[src/rtl/pwm_capture_7ch_if.sv]
// Bundle of the PWM capture inputs and its duty/strobe results.
// The master drives the PWM lines and readout select; the slave is the decoder.
interface pwm_capture_7ch_if #(
    parameter int MAX_COUNT = 100
);
    localparam int CW = $clog2(MAX_COUNT + 1);

    logic [6:0]    pwm_in;
    logic          freeze;
    logic [2:0]    ch_sel;
    logic [CW-1:0] duty_out;
    logic          valid;
    logic [6:0]    full;
    logic [6:0]    zero;

    modport master (
        output pwm_in, freeze, ch_sel,
        input  duty_out, valid, full, zero
    );

    modport slave (
        input  pwm_in, freeze, ch_sel,
        output duty_out, valid, full, zero
    );
endinterface

[src/rtl/pwm_capture_7ch.sv]
// Seven-channel PWM capture: counts synchronized high clocks over a fixed
// MAX_COUNT-clock window and latches per-channel duty, full and zero flags.
module pwm_capture_7ch #(
    parameter int MAX_COUNT   = 100,
    parameter int SYNC_STAGES = 2
) (
    input  logic                    clk,
    input  logic                    rst,
    pwm_capture_7ch_if.slave        bus
);
    localparam int CW = $clog2(MAX_COUNT + 1);

    logic [SYNC_STAGES-1:0][6:0] sync_q, sync_d;
    logic [CW-1:0]               win_cnt_q, win_cnt_d;
    logic [6:0][CW-1:0]          acc_q, acc_d;
    logic [6:0][CW-1:0]          duty_q, duty_d;
    logic [6:0][CW-1:0]          total;
    logic [6:0]                  full_q, full_d;
    logic [6:0]                  zero_q, zero_d;
    logic                        valid_q, valid_d;
    logic [CW-1:0]               duty_out_q, duty_out_d;
    logic [6:0]                  pwm_s;
    logic                        last_cycle;

    assign pwm_s      = sync_q[SYNC_STAGES-1];
    assign last_cycle = (win_cnt_q == CW'(MAX_COUNT - 1));

    // NOTE: every variable gets a default at the top of always_comb so no path leaves it unassigned (no latch).
    always_comb begin
        sync_d     = sync_q;
        win_cnt_d  = last_cycle ? '0 : win_cnt_q + CW'(1);
        acc_d      = acc_q;
        duty_d     = duty_q;
        full_d     = full_q;
        zero_d     = zero_q;
        valid_d    = 1'b0;
        total      = '0;
        duty_out_d = '0;

        sync_d[0] = bus.pwm_in;
        for (int k = 1; k < SYNC_STAGES; k++) begin
            sync_d[k] = sync_q[k-1];
        end

        // The window total includes this cycle's sample, so a constant-high input reaches MAX_COUNT.
        for (int i = 0; i < 7; i++) begin
            total[i] = acc_q[i] + CW'(pwm_s[i]);
            acc_d[i] = last_cycle ? '0 : total[i];
        end

        if (last_cycle && !bus.freeze) begin
            valid_d = 1'b1;
            for (int i = 0; i < 7; i++) begin
                duty_d[i] = total[i];
                full_d[i] = (total[i] == CW'(MAX_COUNT));
                zero_d[i] = (total[i] == '0);
            end
        end

        // Readout samples the pre-latch duty, so a same-edge latch shows up one cycle later.
        for (int i = 0; i < 7; i++) begin
            if (bus.ch_sel == 3'(i)) begin
                duty_out_d = duty_q[i];
            end
        end
    end

    // NOTE: sequential state uses non-blocking assignments only, so all flops see pre-edge values.
    always_ff @(posedge clk) begin
        if (rst) begin
            sync_q     <= '0;
            win_cnt_q  <= '0;
            acc_q      <= '0;
            duty_q     <= '0;
            full_q     <= '0;
            zero_q     <= 7'h7F;
            valid_q    <= 1'b0;
            duty_out_q <= '0;
        end else begin
            sync_q     <= sync_d;
            win_cnt_q  <= win_cnt_d;
            acc_q      <= acc_d;
            duty_q     <= duty_d;
            full_q     <= full_d;
            zero_q     <= zero_d;
            valid_q    <= valid_d;
            duty_out_q <= duty_out_d;
        end
    end

    assign bus.duty_out = duty_out_q;
    assign bus.valid    = valid_q;
    assign bus.full     = full_q;
    assign bus.zero     = zero_q;
endmodule

[src/flat_wrapper.sv]
// flat-port wrapper written by rule: the top's interface ports become plain ports
module pwm_capture_7ch_flat 
#(
    parameter int MAX_COUNT   = 100,
    parameter int SYNC_STAGES = 2
)
  (clk, rst, bus_pwm_in, bus_freeze, bus_ch_sel, bus_duty_out, bus_valid, bus_full, bus_zero);
  pwm_capture_7ch_if #(.MAX_COUNT(MAX_COUNT)) bus_i ();
  input  logic clk;
  input  logic rst;
  input wire logic [$bits(bus_i.pwm_in)-1:0] bus_pwm_in;
  input wire logic [$bits(bus_i.freeze)-1:0] bus_freeze;
  input wire logic [$bits(bus_i.ch_sel)-1:0] bus_ch_sel;
  output wire logic [$bits(bus_i.duty_out)-1:0] bus_duty_out;
  output wire logic [$bits(bus_i.valid)-1:0] bus_valid;
  output wire logic [$bits(bus_i.full)-1:0] bus_full;
  output wire logic [$bits(bus_i.zero)-1:0] bus_zero;
  assign bus_i.pwm_in = bus_pwm_in;
  assign bus_i.freeze = bus_freeze;
  assign bus_i.ch_sel = bus_ch_sel;
  assign bus_duty_out = bus_i.duty_out;
  assign bus_valid = bus_i.valid;
  assign bus_full = bus_i.full;
  assign bus_zero = bus_i.zero;
  pwm_capture_7ch #(.MAX_COUNT(MAX_COUNT), .SYNC_STAGES(SYNC_STAGES)) u_core (.clk(clk), .rst(rst), .bus(bus_i));
endmodule
[config.mk]
export PLATFORM = sky130hd
export DESIGN_NAME = pwm_capture_7ch_flat
export DESIGN_NICKNAME = d
export VERILOG_FILES = /design/src/rtl/pwm_capture_7ch_if.sv /design/src/rtl/pwm_capture_7ch.sv /design/src/flat_wrapper.sv
export SDC_FILE = /design/constraint.sdc
export NUM_CORES = 1
export LEC_CHECK = 0
export BUFFER_PORTS_ARGS = -buffer_cell sky130_fd_sc_hd__buf_2
export CORE_UTILIZATION = 40
export DETAILED_ROUTE_END_ITERATION = 8
export MAX_ROUTING_LAYER = met4
export PLACE_DENSITY = 0.54
export SLEW_MARGIN = 0
export SYNTH_ARGS = -nofsm -noshare
export SYNTH_HDL_FRONTEND = slang
export SYNTH_SLANG_ARGS = --single-unit
[constraint.sdc]
create_clock -name clk -period 4.18 [get_ports clk]
set_clock_uncertainty 0.05 [all_clocks]
set_input_delay 0.209 -clock clk [delete_from_list [all_inputs] [get_ports clk]]
set_output_delay 0.209 -clock clk [all_outputs]
set_load 0.02 [all_outputs]
# [Word-level counts from Yosys, hierarchy flattened]
# Index checks and enable logic that the tools add are counted.
# Widths: inputs -> output; s select.
[totals] reg_bits=141 latch_bits=0 ram_bits=0 mem_bits_ro=0 out_inout_bits=22 elab_cells=62 mem_count=0
[classes] n_addsub=8 multipliers=0 div=0 n_lt_le_gt_ge=0 n_eq_ne=14 shifts=0 mux=8 n_bitwise=0 reduce_logical=11
[ops] op="$eq 7x7->1 const B" count=8
[ops] op="$add 7x1->7" count=7
[ops] op="$logic_not 7->1" count=7
[ops] op="$mux 7" count=7
[ops] op="$eq 3x3->1 const B" count=3
[ops] op="$add 7x1->7 const B" count=1
[ops] op="$eq 3x2->1 const B" count=2
[ops] op="$eq 3x1->1 const B" count=1
[ops] op="$logic_not 3->1" count=1
[ops] op="$reduce_or 2->1" count=1
[ops] op="$logic_and 1x1->1" count=1
[ops] op="$logic_not 1->1" count=1
[ops] op="$mux 1" count=1

# [Longest topological paths before layout]
# Gate-level depths: netlist of run 1.
[logic_depth] ltp_word=8 depth_mapped=7

# [Least setup slack after synthesis of run 1]
# Ideal clock, no wire load.
[synth_timing] path_kind="reg-to-reg" from="reg u_core.win_cnt_q[4]" to="reg u_core.zero_q[4] (netlist: u_core.bus.zero[4])" arrival_ns=1.680 t_required_ns=4.007 slack_ns=2.328 stages_incl_launch_ff=8 cell_sequence="dfxtp_1 > or4b_1 > buf_2 > or2_1 > buf_6 > buf_6 > a21oi_1 > o31ai_1"
[synth_between] elab_chain_cells=2
[synth_rtl] element="start: declaration" line_no="pwm_capture_7ch.sv:14" rtl="logic [CW-1:0] win_cnt_q, win_cnt_d;"
[synth_rtl] element="start signal: assignment" line_no="pwm_capture_7ch.sv:81" rtl="win_cnt_q <= win_cnt_d;"
[synth_rtl] element="$eq 7x7->1" line_no="pwm_capture_7ch.sv:26" rtl="assign last_cycle = (win_cnt_q == CW'(MAX_COUNT - 1));"
[synth_rtl] element="$logic_and 1x1->1" line_no="pwm_capture_7ch.sv:51" rtl="if (last_cycle && !bus.freeze) begin"
[synth_rtl] element="end signal: assignment" line_no="pwm_capture_7ch.sv:85" rtl="zero_q <= zero_d;"
[synth_rtl] element="end: declaration" line_no="pwm_capture_7ch.sv:19" rtl="logic [6:0] zero_q, zero_d;"
# No other way between the ends.
# A chain may end at the register's enable or synchronous reset.

# [Worst setup path after layout of run 1]
[layout_timing] from="reg u_core.win_cnt_q[4]" to="reg u_core.zero_q[2] (netlist: u_core.bus.zero[2])"
# The elaborated chain is that of the path after synthesis.

==> run_results.csv, run 1 <==
group,metric,value,unit
power_and_ir_drop,clkPwrFrac,0.520,
synth,seq_area_frac_synth,0.494,
min_path,holdPathEnd,"u_core.bus.duty_out[1]$_SDFF_PP0_",
sta,fmax,403,MHz
final_layout,drive_gt1_frac,0.127,
power_and_ir_drop,p_int,2430,uW
synth,syn_inst,616,
floorplan,die_width,122,um
floorplan,dieArea,14800,sq um
floorplan,start_util,0.412,
place,io_buffer_count,34,
worst_setup_path,rr_worst_depth,4,
worst_setup_path,worstSetupPathType,"flop to flop",
worst_setup_path,r2r-end,"u_core.bus.zero[2]$_SDFFE_PP1P_",
power_and_ir_drop,finalPower,3060,uW
worst_setup_path,r2r_start,"u_core.win_cnt_q[4]$_SDFF_PP0_",
grt,grt_start_max_net_pins,48,
grt,grt_usage,0.193,
sta,finalSetupTns,0,ps
power_and_ir_drop,power_frac_comb,0.033,
synth,synth_cell_types,49,
synth,syn-cell-area,5710,sq um
grt,grt_pass1_vias,4137,
worst_setup_path,path_delay_family,"simple AND/OR/NAND/NOR gates",
place,gp_congestion,0.807,
clock_tree,clkTransAtPathRegs,60,ps
clock_tree,cts_tree,"done",
run,drv_cap,0,
synth,synth.avg_cell_area,9.27,sq um
clock_tree,clk_latency,420,ps
detailed_routing,routed_wl,12800,um
sta,max_slew_margin,0.209,
clock_tree,post_cts_buffers,0,
sta,slew_viol_final,0,
worst_setup_path,crit_path_top_delay_cell,"or2_1",
synth,synth_nets,644,
detailed_routing,dr.pass1.iters,4,
clock_tree,cts_sinks,141,
worst_setup_path,worstPathMaxFanout,28,
floorplan,core_area,13900,sq um
detailed_routing,wl_per_cell,15.2,um
floorplan,rows,43,
power_and_ir_drop,leakage,0.00258,uW
floorplan,pin_count,35,
clock_tree,clockBufferDepth,2,
place,dpl_cell_area,5980,sq um
sta,period_minus_slack,2480,ps
final_layout,fin_area,6680,sq um
worst_setup_path,crit_start,"u_core.win_cnt_q[4]$_SDFF_PP0_",
worst_setup_path,crit_required,4440,ps
power_and_ir_drop,cellPowerDensity,459,nW/um^2
synth,synth_seq_cells,141,
worst_setup_path,end_kind,"flop",
sta,fin_crit_sh,0.594,
sta,worst_pin_slew,1190,ps
detailed_routing,drtIter0Drc,287,
grt,grt_overflow_total,0,
worst_setup_path,r2r_slack,1700,ps
grt,antenna_found_initial,0,
final_layout,fin_util,0.481,
worst_setup_path,worst_path_largest_cell_delay,740,ps
grt,grt_pass1_wl,20900,um
detailed_routing,avgViaCountPerCell,5.20,
worst_setup_path,start_kind,"flop",
worst_setup_path,crit_buf_inv,0,
detailed_routing,num_vias,4370,
min_path,hold_class,"input pin to flop",
final_layout,layout.nets,676,
min_path,worstHoldStart,"bus_ch_sel[0]",
sta,final-setup-viol-count,0,
worst_setup_path,crit_arrival,2740,ps
power_and_ir_drop,p_sw,635,uW
final_layout,antenna_cells,0,
power_and_ir_drop,seq_power_share,0.447,
place,dp_hpwl,9000,um
final_layout,area_delta_synth_final,16.8,%
clock_tree,htree_num_levels,4,
sta,rsz0062_at_grt,"false",
detailed_routing,drc,0,
synth,ys_async_sr_fraction,0,
worst_setup_path,crit_chain,"or4b_1, or2_1, a21o_1, a31o_1",
detailed_routing,antenna_left,0,
clock_tree,cts_buffers,17,
synth,synth_edf_count,0,
synth,synth_flop_cell,"dfxtp_1",
clock_tree,post_cts_resized,0,
clock_tree,clock-root-buffer,"clkbuf_16",
floorplan,die_h,122,um
status,status,"finished clean",
synth,yosys_warnings,0,
min_path,hold_depth,3,
power_and_ir_drop,ir_drop,0.000256,V
power_and_ir_drop,swShare,0.207,
sta,finalHoldViolCount,0,
[power by group through the flow]
stage	registers, uW	clock network [uW]	logic, uW
final	1370	1590	101
after global routing	1370	1680	112
after CTS	1370	1620	103
after detailed placement	1400	0	97.3
after global placement	1400	0	97.3
after floorplan	1400	0	63.5
[worst max path at each step]
| stage | to | slack [ps] | cells after the start |
|---|---|---|---|
| 2_1_floorplan | u_core.bus.zero[4]$_SDFFE_PP1P_ | 2330 | 7 |
| 3_3_place_gp | u_core.bus.zero[5]$_SDFFE_PP1P_ | 1760 | 4 |
| 3_5_place_dp | u_core.bus.zero[0]$_SDFFE_PP1P_ | 1720 | 4 |
| 4_1_cts | u_core.bus.zero[3]$_SDFFE_PP1P_ | 1710 | 4 |
| 5_1_grt | u_core.bus.zero[2]$_SDFFE_PP1P_ | 1570 | 4 |
| 6_report | u_core.bus.zero[2]$_SDFFE_PP1P_ | 1700 | 4 |
[cells in the mapped netlist (3+ instances only)]
cell | number | area [sq um]
nand4_1 | 4 | 25.0
a211oi_1 | 38 | 285
nor3_1 | 7 | 35.0
nand3_1 | 35 | 175
a21o_1 | 4 | 30.0
mux2_2 | 6 | 67.6
ha_1 | 15 | 188
inv_1 | 4 | 15.0
and4_1 | 3 | 26.3
buf_2 | 13 | 65.1
o21ai_0 | 9 | 45.0
xnor2_1 | 17 | 149
clkbuf_1 | 13 | 48.8
nor2b_1 | 18 | 113
xor2_1 | 25 | 219
or3_1 | 3 | 18.8
o31ai_1 | 3 | 22.5
and2_1 | 18 | 113
a31o_1 | 4 | 35.0
buf_1 | 3 | 11.3
mux2i_1 | 10 | 100
o41ai_2 | 3 | 48.8
a21oi_1 | 24 | 120
dfxtp_1 | 141 | 2820
and3_1 | 7 | 43.8
o22a_1 | 6 | 52.6
nor2_1 | 102 | 383
buf_6 | 4 | 45.0
nand2_1 | 49 | 184
[metrics by stage]
step | hold WS, ps | cells | setup slack [ps]
floorplan | 287 | 616 | 2330
global placement | 366 | 802 | 1760
detailed placement | 376 | 802 | 1720
CTS | 180 | 841 | 1710
global route | 215 | 841 | 1570
finish | 207 | 841 | 1700
[kinds of logic (layout without fill, tap and decap cells)]
kind of cell             Yosys count  in the layout  share of synthesized area
AND/OR/NAND/NOR                  263            263                      0.220
flip-flops                       141            141                      0.494
AO/OA/AOI/OAI                    102            102                      0.127
XOR/XNOR                          42             42                     0.0644
buffers and inverters             37             82                     0.0324
multiplexers                      16             16                     0.0293
adder cells (fa/ha/maj)           15             15                     0.0329
[routing by layer]
| layer | wire length (um) | track usage |
|---|---|---|
| met3 | 425 | 0.0432 |
| met2 | 5700 | 0.288 |
| met1 | 6390 | 0.249 |
| met4 | 253 | 0.0903 |
| met5 | 0 | - |
[worst min-delay path, stage by stage]
cell and delay, ps:
buf_2 200, nor2_1 140, a211oi_1 70
[area by class of cell]
| cell class | count | area (sq um) |
|---|---|---|
| fillers | 1346 | 7210 |
| flip-flops and latches | 141 | 2820 |
| multi-input cells | 438 | 2710 |
| clock buffers | 21 | 460 |
| repair buffers | 46 | 278 |
| well taps | 180 | 225 |
| clock inverters | 11 | 165 |
| inverters | 4 | 15.0 |
[registers in the layout, summed over array words and instances, names as in the netlist]
signal / flops
u_core.pwm_s: 7
u_core.win_cnt_q: 7
u_core.duty_q: 49
u_core.sync_d: 7
u_core.bus.zero: 7
u_core.bus.valid: 1
u_core.bus.full: 7
u_core.acc_q: 49
u_core.bus.duty_out: 7
[layout by cell type (no fill, tap or decap), drive strengths merged, types with 5 or more instances in the layout]
cell type	Yosys	routed
clkbuf	13	21
dlygate4sd3	0	7
xor2	25	25
and2	18	18
o21ai	10	10
a21oi	25	25
nand4	5	5
clkinv	0	6
nor2	103	103
buf	20	39
mux2i	10	10
nor2b	18	18
nor3	7	7
xnor2	17	17
nand3	35	35
dfxtp	141	141
mux2	6	6
a211oi	38	38
ha	15	15
o22a	6	6
o41ai	5	5
nand2	50	50
and3	7	7
[repair_timing]
action / in CTS / in global routing
setup endpoints to repair: 0 / 0
hold buffers: 7 / 0
hold endpoints to repair: 7 / 0
Note: power is estimated with default switching activity, not from simulation.
==> inputs of run 2 (changes only) <==
--- a/config.mk
+++ b/config.mk
@@ -5,6 +5,7 @@
 export SDC_FILE = /design/constraint.sdc
 export NUM_CORES = 1
 export LEC_CHECK = 0
+export ABC_AREA = 1
 export BUFFER_PORTS_ARGS = -buffer_cell sky130_fd_sc_hd__buf_2
 export CORE_UTILIZATION = 40
 export DETAILED_ROUTE_END_ITERATION = 8
==> constraint.sdc (replaced) <==
create_clock -name clk -period 2.3 [get_ports clk]
set_clock_uncertainty 0.05 [all_clocks]
set_input_delay 0.115 -clock clk [delete_from_list [all_inputs] [get_ports clk]]
set_output_delay 0.115 -clock clk [all_outputs]
set_load 0.02 [all_outputs]
==> run 2 against run 1 <==
  * Via count grew 15%
  * Final area grew 4.1%
  * Clock power grew 91%
  * Register-to-register slack lost 1300 ps
  * Clock-buffer cell count shrank 1
  * Synthesized cell count grew 29%
  * Fmax grew 34%
  * Critical path type unchanged
  * Largest power group unchanged
  * Highest routed layer unchanged
==> run_results.csv, run 2 <==
group,metric,value,unit
floorplan,rows,44,
synth,synthTopCellsByCount,"dfxtp_1 (141), nand2_1 (130), nor2_1 (123)",
clock_tree,clock-root-buffer,"clkbuf_16",
clock_tree,post_cts_buffers,0,
sta,rsz0062_at_grt,"false",
synth,synth_nets,820,
grt,grt_pass1_wl,22100,um
synth,synthTopCellsByArea,"dfxtp_1 (48%), nand2_1 (8.3%), nor2_1 (7.8%)",
synth,synth_edf_count,0,
final_layout,final_common_cell,"dfxtp_1",
synth,syn-cell-area,5910,sq um
synth,synth_top_area_share,0.477,
sta,setup_slack,444,ps
worst_setup_path,r2r_slack,440,ps
detailed_routing,drc,0,
grt,grt_overflow_total,0,
grt,antenna_found_initial,0,
synth,syn_inst,792,
min_path,worstHoldStart,"bus_freeze",
worst_setup_path,end_kind,"flop",
power_and_ir_drop,leakage,0.00289,uW
worst_setup_path,crit_start,"u_core.win_cnt_q[0]$_SDFF_PP0_",
clock_tree,cts_sinks,141,
detailed_routing,avgViaCountPerCell,4.90,
clock_tree,cts_buffers,17,
detailed_routing,drtIter0Drc,319,
clock_tree,htree_num_levels,4,
sta,worst_pin_slew,632,ps
synth,synth_seq_cells,141,
final_layout,drive_gt1_frac,0.103,
synth,ys_async_sr_fraction,0,
place,dp_slack,445,ps
detailed_routing,num_vias,5040,
floorplan,core_area,14500,sq um
worst_setup_path,rr_worst_depth,8,
run,drv_cap,0,
place,gp_congestion,0.835,
sta,finalHoldViolCount,0,
final_layout,reg_top3,"u_core.acc_q: 49 flops, u_core.duty_q: 49 flops",
floorplan,die_width,124,um
floorplan,die_h,124,um
sta,holdWs,73.0,ps
clock_tree,clkTransAtPathRegs,60,ps
detailed_routing,routed_wl,13300,um
detailed_routing,wl_per_cell,12.9,um
power_and_ir_drop,swShare,0.201,
power_and_ir_drop,p_int,4560,uW
detailed_routing,antenna_left,0,
worst_setup_path,worstPathMaxFanout,37,
worst_setup_path,path_delay_family,"simple AND/OR/NAND/NOR gates",
worst_setup_path,start_kind,"flop",
grt,grt_start_max_net_pins,43,
power_and_ir_drop,clkPwrFrac,0.531,
worst_setup_path,r2r-end,"u_core.duty_q[18]$_SDFFE_PP0P_",
worst_setup_path,crit_required,2600,ps
power_and_ir_drop,p_sw,1140,uW
status,status,"finished clean",
sta,period_minus_slack,1860,ps
place,placed_cells_incl_taps,989,
final_layout,antenna_cells,0,
floorplan,pin_count,35,
worst_setup_path,crit_arrival,2160,ps
sta,fin_crit_sh,0.807,
grt,grt_usage,0.194,
worst_setup_path,worst_path_largest_cell_delay,350,ps
power_and_ir_drop,seq_power_share,0.435,
worst_setup_path,r2r_start,"u_core.win_cnt_q[0]$_SDFF_PP0_",
place,io_buffer_count,34,
floorplan,dieArea,15300,sq um
power_and_ir_drop,power_frac_comb,0.033,
synth,yosys_warnings,0,
power_and_ir_drop,cellPowerDensity,821,nW/um^2
final_layout,mostFrequentLayoutCells,"dfxtp_1 (141), nand2_1 (129), nor2_1 (123), inv_1 (114), a21oi_1 (70)",
final_layout,area_delta_synth_final,17.5,%
synth,synth.avg_cell_area,7.47,sq um
power_and_ir_drop,ir_drop,0.000446,V
synth,synth_cell_types,34,
clock_tree,cts_tree,"done",
sta,final-setup-viol-count,0,
synth,synth_flop_cell,"dfxtp_1",
final_layout,fin_cells,1028,
synth,yosysMostFrequentCell,"dfxtp_1",
worst_setup_path,crit_chain,"ha_1, nand2_2, nor2_4, nand2_4, nor2_8, buf_12, o21ai_0, a21oi_1",
worst_setup_path,worstSetupPathType,"flop to flop",
sta,fmax,539,MHz
min_path,hold_class,"input pin to flop",
final_layout,layout.nets,859,
grt,grt_pass1_vias,4707,
worst_setup_path,crit_path_top_delay_cell,"dfxtp_1",
detailed_routing,dr.pass1.iters,6,
sta,finalSetupTns,0,ps
min_path,holdPathEnd,"u_core.duty_q[46]$_SDFFE_PP0P_",
worst_setup_path,crit_buf_inv,1,
min_path,hold_depth,3,
sta,slew_viol_final,0,
sta,max_slew_margin,0.578,
floorplan,start_util,0.408,
clock_tree,clk_latency,420,ps
synth,yosysTopAreaCell,"dfxtp_1",
clock_tree,clockBufferDepth,2,
synth,seq_area_frac_synth,0.477,
place,dp_hpwl,9460,um
-- run 2: cell types whose count changed in the layout (fill, tap and decap cells not counted), sizes merged, moves of 18 or more --
cell    previous run  this run
inv                4       116
nand4              5        24
nor2             103       128
a21oi             25        73
xor2              25         5
a211oi            38         5
o21ai             10        59
nor2b             18         0
nand2             50       132
-- run 2: routing by layer --
layer | part of all wire | global-route usage | routed length [um]
met3 | 0.033 | 0.0453 | 444
met5 | 0 | - | 0
met2 | 0.48 | 0.310 | 6330
met1 | 0.47 | 0.233 | 6260
met4 | 0.019 | 0.0836 | 258
-- run 2: worst register-to-register path: cells and delay by family (launching register included) --
family / cells / cell delay (ps)
compound gates: 2 / 280
flops: 1 / 350
buf+inv: 1 / 230
fa+ha+maj: 1 / 230
simple gates: 4 / 650
-- run 2: worst max-delay path by stage --
stage               cells after the start                              end  slack, ps
finish                                  8   u_core.duty_q[18]$_SDFFE_PP0P_        440
global route                            8   u_core.duty_q[24]$_SDFFE_PP0P_        270
CTS                                     8   u_core.duty_q[18]$_SDFFE_PP0P_        430
detailed placement                      8   u_core.duty_q[18]$_SDFFE_PP0P_        450
global placement                        8  u_core.bus.full[2]$_SDFFE_PP0P_        510
floorplan                               8  u_core.bus.full[4]$_SDFFE_PP0P_        810
-- run 2: through the flow --
step	cell area [sq um]	total power [uW]	utilization
after floorplan	5910	2660	-
after CTS	6950	5770	0.480
after detailed placement	6220	2720	0.430
after global placement	6220	2720	0.430
final	6950	5710	0.480
after global routing	6950	5910	0.480
-- run 2: cell families after synthesis --
family / after synthesis / share of synthesized area
simple gates: 346 / 0.257
buf+inv: 144 / 0.100
flops: 141 / 0.477
xor+xnor: 9 / 0.0133
fa+ha+maj: 15 / 0.0317
compound gates: 137 / 0.120
-- run 2: final cells by class --
| class | instances | area [sq um] |
|---|---|---|
| well taps | 184 | 230 |
| multi-input cells | 507 | 2500 |
| fillers | 1470 | 7530 |
| clock inverters | 12 | 218 |
| flip-flops and latches | 141 | 2820 |
| inverters | 116 | 435 |
| repair buffers | 48 | 305 |
| clock buffers | 20 | 437 |
-- run 2: repair_timing --
item,in CTS,in global routing
hold buffers,7,0
resized for setup,0,0
endpoints found under the hold margin,7,0
-- run 2: power groups by stage --
| stage | clock (uW) | combinational [uW] | sequential, uW |
|---|---|---|---|
| global placement | 0 | 182 | 2540 |
| global route | 3210 | 220 | 2490 |
| detailed placement | 0 | 184 | 2540 |
| finish | 3030 | 191 | 2480 |
| floorplan | 0 | 125 | 2540 |
| CTS | 3090 | 194 | 2480 |
==> inputs of run 3 (changes only) <==
==> constraint.sdc (replaced) <==
create_clock -name clk -period 1.82 [get_ports clk]
set_clock_uncertainty 0.05 [all_clocks]
set_input_delay 0.091 -clock clk [delete_from_list [all_inputs] [get_ports clk]]
set_output_delay 0.091 -clock clk [all_outputs]
set_load 0.02 [all_outputs]
==> run 3 against run 2 <==
  * Non-clock buffer count grew 4
  * Sequential power rose by 27%
  * Global-route usage fell by 0.74 points
  * Utilization increased by 0.12 points
  * Sequential share of layout area fell by 0.10 points
  * Highest routed layer unchanged
==> run_results.csv, run 3 (synthesis results as in run 2) <==
group,metric,value,unit
clock_tree,htree_num_levels,4,
final_layout,fin_cells,1032,
clock_tree,clkTransAtPathRegs,60,ps
grt,grt_pass1_vias,4706,
final_layout,fin_util,0.481,
min_path,hold_class,"input pin to flop",
detailed_routing,antenna_left,0,
clock_tree,clock-root-buffer,"clkbuf_16",
floorplan,core_area,14500,sq um
grt,grt_overflow_total,0,
worst_setup_path,worstSetupPathType,"flop to flop",
sta,fmax,606,MHz
floorplan,die_width,124,um
run,drv_cap,0,
clock_tree,clockBufferDepth,2,
final_layout,final_common_cell,"dfxtp_1",
place,io_buffer_count,34,
clock_tree,cts_buffers,17,
final_layout,area_delta_synth_final,17.8,%
sta,fin_crit_sh,0.906,
sta,worst_pin_slew,442,ps
worst_setup_path,worstPathMaxFanout,5,
floorplan,pin_count,35,
power_and_ir_drop,cellPowerDensity,977,nW/um^2
sta,max_slew_margin,0.703,
place,dp_hpwl,9160,um
detailed_routing,avgViaCountPerCell,4.82,
power_and_ir_drop,ir_drop,0.000721,V
final_layout,layout.nets,863,
worst_setup_path,start_kind,"flop",
detailed_routing,wl_per_cell,12.4,um
clock_tree,cts_tree,"done",
final_layout,drive_gt1_frac,0.114,
floorplan,rows,44,
worst_setup_path,crit_required,2110,ps
sta,setup_slack,171,ps
final_layout,mostFrequentLayoutCells,"dfxtp_1 (141), nand2_1 (129), nor2_1 (123), inv_1 (114), a21oi_1 (69)",
detailed_routing,num_vias,4975,
floorplan,die_h,124,um
sta,slew_viol_final,0,
grt,grt_pass1_wl,21500,um
floorplan,start_util,0.408,
final_layout,reg_top3,"u_core.acc_q: 49 flops, u_core.duty_q: 49 flops",
detailed_routing,dr.pass1.iters,5,
place,dpl_cell_area,6280,sq um
floorplan,dieArea,15300,sq um
sta,finalSetupTns,0,ps
final_layout,fin_area,6970,sq um
worst_setup_path,end_kind,"flop",
detailed_routing,drc,0,
place,dp_slack,139,ps
clock_tree,clk_latency,410,ps
grt,antenna_found_initial,0,
worst_setup_path,crit_arrival,1940,ps
grt,grt_start_max_net_pins,54,
place,placed_cells_incl_taps,991,
sta,period_minus_slack,1650,ps
clock_tree,cts_sinks,141,
final_layout,antenna_cells,0,
detailed_routing,drtIter0Drc,252,
detailed_routing,routed_wl,12800,um
status,status,"finished clean",
sta,final-setup-viol-count,0,
place,gp_congestion,0.834,
power_and_ir_drop,leakage,0.00289,uW
sta,finalHoldViolCount,0,
grt,grt_usage,0.187,
[run 3: per-layer routing]
layer  up-vias  GRT usage  share of wire
li1       2623          -              -
met1      2293      0.224           0.48
met2        54      0.309           0.49
met3         5     0.0481          0.024
met4         0     0.0497         0.0059
met5         -          -              0
[run 3: stage by stage]
| step | hold slack, ps | power [uW] |
|---|---|---|
| after floorplan | 148 | 3360 |
| after global placement | 240 | 3440 |
| after detailed placement | 247 | 3440 |
| after CTS | 89.1 | 6890 |
| after global routing | 113 | 7090 |
| final | 109 | 6800 |
[run 3: report_power, final]
group	leakage, uW	internal, uW	switching, uW
sequential	0.00114	3120	13.3
clock	0.000287	2150	1270
combinational	0.00147	88.2	158
[run 3: path summary, 6_finish.rpt]
kind,start,to,slack (ps),cells past startpoint
hold reg to reg,u_core.sync_d[11]$_SDFF_PP0_,u_core.pwm_s[4]$_SDFF_PP0_,350,2
hold / removal,rst,u_core.pwm_s[1]$_SDFF_PP0_,110,3
setup reg to reg,u_core.pwm_s[4]$_SDFF_PP0_,u_core.bus.full[4]$_SDFFE_PP0P_,170,8
setup / recovery,u_core.pwm_s[4]$_SDFF_PP0_,u_core.bus.full[4]$_SDFFE_PP0P_,170,8
[run 3: critical path, cell delays in order (launching register included)]
cell and delay [ps]:
dfxtp_1 320, ha_2 220, ha_2 220, nand3_1 100
nor2_1 140, nand3_1 150, a21oi_2 200, nand2_1 70
a21oi_1 110
[run 3: layout make-up]
type,count,area (sq um)
Clock buffer,21,480
Clock inverter,11,115
Fill cell,1463,7510
Inverter,116,435
Multi-Input combinational cell,507,2510
Sequential cell,141,2820
Tap cell,184,230
Timing Repair Buffer,52,373
[run 3: timing repair]
action	4_1_cts	5_1_grt
setup buffers	0	2
endpoints found under the setup margin	0	3
resized for setup	0	3
hold buffers	7	0
endpoints found under the hold margin	7	0
